File: config.mk
export PLATFORM = sky130hd
export DESIGN_NAME = addsub_unit
export DESIGN_NICKNAME = d
export VERILOG_FILES = /design/src/rtl/addsub_unit.sv
export SDC_FILE = /design/constraint.sdc
export NUM_CORES = 1
export LEC_CHECK = 0
export ABC_AREA = 1
export BUFFER_PORTS_ARGS = -buffer_cell sky130_fd_sc_hd__buf_2
export CAP_MARGIN = 20
export CORE_ASPECT_RATIO = 1.25
export CORE_UTILIZATION = 49
export DETAILED_ROUTE_END_ITERATION = 8
export GPL_TIMING_DRIVEN = 1
export PLACE_DENSITY = 0.67
export SLEW_MARGIN = 25
export SYNTH_ARGS = -nofsm -noshare
export SYNTH_HDL_FRONTEND = slang
export SYNTH_SLANG_ARGS = --single-unit
File: constraint.sdc
create_clock -name sig_clock -period 2.4 [get_ports sig_clock]
set_input_delay 0 -clock sig_clock [delete_from_list [all_inputs] [get_ports sig_clock]]
set_output_delay 0 -clock sig_clock [all_outputs]
set_load 0.005 [all_outputs]
File: src/rtl/addsub_unit.sv
// Two-stage pipelined add/subtract unit.
// Stage 1 holds the per-unit results; stage 2 registers the selected result.
module addsub_unit #(
   parameter int LENGTH = 16
) (
   input  logic              sig_clock,
   input  logic              sig_rst,
   input  logic [1:0]        operation,
   input  logic [LENGTH-1:0] sig_ina,
   input  logic [LENGTH-1:0] sig_inb,
   output logic [LENGTH:0]   sig_out,
   output logic              sig_valid
);

   localparam logic [1:0] OP_SUB = 2'b01;
   localparam logic [1:0] OP_ADD = 2'b10;

   logic              add_en;
   logic              sub_en;
   logic [LENGTH:0]   add_q;
   logic [LENGTH:0]   sub_q;
   logic [1:0]        op_q;
   logic [LENGTH:0]   ext_a;
   logic [LENGTH:0]   ext_b;

   assign add_en = operation[1] & ~operation[0];
   assign sub_en = operation[0] & ~operation[1];
   assign ext_a  = {1'b0, sig_ina};
   assign ext_b  = {1'b0, sig_inb};

   // Idle unit keeps its last result; op_q picks the matching one later.
   always_ff @(posedge sig_clock or negedge sig_rst) begin
      if (!sig_rst) begin
         add_q <= '0;
         sub_q <= '0;
         op_q  <= 2'b00;
      end else begin
         if (add_en) add_q <= ext_a + ext_b;
         if (sub_en) sub_q <= ext_a - ext_b;
         op_q <= operation;
      end
   end

   always_ff @(posedge sig_clock or negedge sig_rst) begin
      if (!sig_rst) begin
         sig_out   <= '0;
         sig_valid <= 1'b0;
      end else begin
         unique case (op_q)
            OP_SUB: begin
               sig_out   <= sub_q;
               sig_valid <= 1'b1;
            end
            OP_ADD: begin
               sig_out   <= add_q;
               sig_valid <= 1'b1;
            end
            default: begin
               sig_out   <= '0;
               sig_valid <= 1'b0;
            end
         endcase
      end
   end

endmodule

# ---- Word level (Yosys, flattened, before mapping)
# Index checks and enable logic that the tools add are counted.
dict set report word_totals {
  ff_bits 54
  out_inout_bits 18
}
dict set report op_classes {
  n_addsub 2
  n_eq_ne 2
  mux 2
  bitwise 4
  reduce_logical 1
}
# operator n
set op_table {}
lappend op_table {{case mux 17 bit (2 select lines)} 1}
lappend op_table {{adder 16 x 16 -> 17 bit} 1}
lappend op_table {{subtractor 16 x 16 -> 17 bit} 1}
lappend op_table {{bitwise AND 1 bit} 2}
lappend op_table {{== test 2 x 1 -> 1 bit (second input constant)} 1}
lappend op_table {{== test 2 bit (second input constant)} 1}
lappend op_table {{NOT 1 bit} 2}
lappend op_table {{OR reduction 2 bit} 1}
lappend op_table {{2-to-1 mux 1 bit} 1}

# ---- Longest topological paths before layout
dict set report depth {
  ltp_word 3
  depth_mapped 13
}

# ---- Least setup slack after synthesis
# Ideal clock, no wire load.
dict set report synth_timing {
  kind {reg2reg}
  startpoint {register op_q[0]}
  endpoint {register sig_out[0]}
  setup_ps 136
  arrival_ps 1204
  t_required_ps 2264
  slack_ps 1059
  stages_incl_launch_ff 6
  n_path_buf 2
  synth_period_minus_slack_ps 1341
  cell_sequence {dfrtp_1 -> inv_1 -> ha_1 -> clkbuf_1 -> buf_1 -> a21oi_1}
}
dict set report synth_via {
  elab_chain_cells 2
  elab_cells_between_ends 3
}
# item line_no
set synth_rtl {}
lappend synth_rtl {{from (decl)} 22} ;# logic [1:0] op_q;
lappend synth_rtl {{from (signal assigned)} 40} ;# op_q <= operation;
lappend synth_rtl {{== test 2 bit / == test 2 x 1 -> 1 bit (equally long branches)} 49} ;# unique case (op_q)
lappend synth_rtl {{case mux 17 bit (2 select lines) *} 49}
lappend synth_rtl {{to (signal assigned)} 51} ;# sig_out <= sub_q;
lappend synth_rtl {{to (signal assigned)} 55} ;# sig_out <= add_q;
lappend synth_rtl {{to (decl)} 11} ;# output logic [LENGTH:0] sig_out,
# Mark *: on every way between the ends. The rest lies on a longest branch, timed or not.
# A chain may end at the register's enable or synchronous reset.

# ---- Worst setup path in the final report
dict set report layout_timing {
  startpoint {input operation[1]}
  endpoint {register add_q[16]}
}
dict set report layout_via {
  elab_chain_cells 1
}
# item line_no
set layout_rtl {}
lappend layout_rtl {{from (decl)} 8} ;# input logic [1:0] operation,
lappend layout_rtl {{bitwise AND 1 bit} 26} ;# assign add_en = operation[1] & ~operation[0];
lappend layout_rtl {{to (signal assigned)} 38} ;# if (add_en) add_q <= ext_a + ext_b;
lappend layout_rtl {{to (decl)} 20} ;# logic [LENGTH:0] add_q;
# Every way passes these cells.

==> run summary <==
startpoint types - input port
CP endpoint kind - register
Total Wirelength - 9460 microns
part of the power in the clock network - 0.218
placer congestion estimate - 0.848
crit path capture - add_q[16]
Reg-to-Reg End - sig_out[12]
Die Wd - 81.9 microns
gr ovfl total - 0
fraction of layout cells with a size suffix above 1 - 0.148
leak pwr - 2.45 nW
clock skew - 0.0104 ns
WP data required - 2.61 ns
Placed Cells - 699
routed vias/inst - 4.96
count of cell types in the netlist - 33
Post-Layout Cell Count - 710
Power Total - 2.32 mW
fraction of synthesized area in multiplexers - 0
Comb pwr share - 0.307
clk sink count - 54
CP Data Arrival Time - 1.66 ns
later-pin clock latency in the skew report - 0.31 ns
max_slew headroom - 0.533
die span in y - 102 microns
final instance area - 0.00435 sq mm
VDD IR max - 0.568 mV
largest net degree at the start of global routing - 34
clk root buf - clkbuf_8
power per cell area - 534 mW/mm^2
setup TNS - 0 ns
# diodes - 0
YS warnings - 0
# DRC - 1
DR WL/cell - 13.3 microns
initial DRC count - 173
adder-cell share of the synthesized area - 0.119
routing usage on met1 - 0.348
cts repair resizes - 0
Syn Std Cell Area - 0.00391 sq mm
number of antenna violations at the first check in global routing - 0
Post-DP Area - 0.00423 sq mm
busiest layer in global routing - met2
met3 GRT Util - 0.0268
Hold Violations, Final - 0
fmax - 689 MHz
# setup viols final - 0
first-pass GRT wire length - 16000 microns
worst slew pin tran - 0.699 ns
fin util - 0.562
crit path time final - 1.45 ns
1st-pass router iterations - 9
HP Class - input port to register
status - complete, but fails checks
area taken by multi-input logic gates - 0.00215 sq mm
Area growth, synth to finish - 11.2%
Syn Nets - 636
max cap viols - 0
Num CTS Buffers - 5
Total Nets Final - 686
Reg clk slew, reported paths - 0.10 ns
Setup Fix Bufs, Post-CTS - 0
RSZ-0062 raised after global routing - false
detailed-route via count - 3519
IO buf count - 53
NetSw - 0.820 mW
FP Rows - 36
Flop pwr share - 0.475
Register Area - 0.00135 sq mm
most common cell after layout, fill and taps aside - nand2_1
Critical R2R Launch - op_q[1]
crit path max fanout - 21
r2r setup slk - 0.96 ns
core area - 0.00775 sq mm
fin. max-slew vios - 0
H-tree depth - 2
met2 Resource Use GR - 0.421
number of global-route vias before repair - 3324
I/O pin cnt - 54
CTS tree - built
commonest cells after routing, fill and taps aside - 201 x nand2_1, 68 x inv_1, 54 x dfrtp_1, 53 x buf_2, 39 x nand3_1
Simple-Gate Fraction of Synth Area - 0.311
Post-Synth XOR/XNOR Area - 0.0157
Int Pwr - 1.50 mW
Initial Util - 0.505
HPWL Detailed - 7610 microns
compound-cell area share of the yosys netlist - 0.105
kind of critical path - input port to register
mean post-synth cell area - 6.94 sq um
register area share after synthesis - 0.345
maximum clock insertion buffer count - 2
failing checks - DRC
#FFs+latches synth - 54
Worst Setup SP - operation[1]
R2R depth - 4
switching share of power - 0.353
die area - 0.00835 sq mm
Filler cells - 799
crit share post-route - 0.605
All-Layer GR Usage - 0.254
largest family of logic cells by synthesized area - simple AND/OR/NAND/NOR gates
Antenna Nets Post-Route - 0
Post-Syn Instances - 564
[kinds of logic (layout without fill, tap and decap cells)]
| group | Yosys count | after routing |
|---|---|---|
| AO/OA/AOI/OAI | 73 | 73 |
| XOR/XNOR | 7 | 7 |
| adder cells (fa/ha/maj) | 36 | 36 |
| buffers and inverters | 100 | 151 |
| flip-flops | 54 | 54 |
| AND/OR/NAND/NOR | 294 | 294 |
[worst min path at each step]
stage	start	to	slack [ns]	depth (start not counted)
CTS	sig_inb[0]	add_q[0]	0.05	3
floorplan	sig_rst	add_q[0]	-0.30	0
finish	sig_inb[0]	add_q[0]	0.06	3
global route	sig_inb[0]	add_q[0]	0.1	3
detailed placement	sig_rst	sig_out[0]	-0.02	1
global placement	sig_rst	sig_out[0]	-0.03	1
[repair_timing]
item                       CTS  global route
hold buffers                 3             0
setup endpoints to repair    0             0
hold endpoints to repair    23             0
[layout make-up]
cell class / count / area share
Multi-Input combinational cell: 410 / 0.495
Sequential cell: 54 / 0.311
Timing Repair Buffer: 60 / 0.0748
Inverter: 83 / 0.0716
Tap cell: 95 / 0.0273
Clock buffer: 5 / 0.0158
Clock inverter: 3 / 0.00489
[cell usage after synthesis, drive strengths merged]
library cell    n  area [sq um]
a211oi          1          7.51
a21oi          42           240
a31oi           1          6.26
and2            2          12.5
buf             9          65.1
clkbuf          8          30.0
clkinv          4          15.0
dfrtp          54          1350
fa              2          40.0
ha             34           425
inv            79           297
nand2         208           798
nand3          40           205
nand3b          2          15.0
nand4           6          37.5
nor2           32           125
nor3            4          25.0
o21a            1          7.51
o21ai          25           125
o21bai          3          22.5
xnor2           1          8.76
xor2            6          52.6
[layer usage]
layer	routed length, microns	share of wire
met1	4470	0.47
met2	4510	0.48
met3	355	0.038
met4	124	0.013
met5	0	0
[metrics by stage]
stage | hold slack [ns] | worst slack [ns]
detailed placement | -0.0189 | 0.753
finish | 0.0612 | 0.948
CTS | 0.0539 | 0.934
global route | 0.0959 | 0.734
global placement | -0.0271 | 0.805
floorplan | -0.296 | 1.06
[power by group through the flow]
| stage | sequential, mW | clock [mW] | combinational [mW] |
|---|---|---|---|
| finish | 1.10 | 0.506 | 0.714 |
| CTS | 1.10 | 0.518 | 0.718 |
| floorplan | 1.11 | 0 | 0.496 |
| global placement | 1.12 | 0 | 0.702 |
| global route | 1.12 | 0.549 | 0.826 |
| detailed placement | 1.12 | 0 | 0.711 |
[critical path, stage by stage]
cell and delay (ns):
dlygate4sd3_1 0.52, buf_2 0.11, inv_1 0.04, nor2_1 0.12
inv_1 0.33, nor2_1 0.20, nand2_1 0.06, a31oi_1 0.19
a21oi_2 0.08
[flip-flops by register name, indices dropped and copies added (netlist names)]
register and cells:
op_q 2, sig_valid 1, sig_out 17, add_q 17, sub_q 17
(Power assumes the default switching activity.)
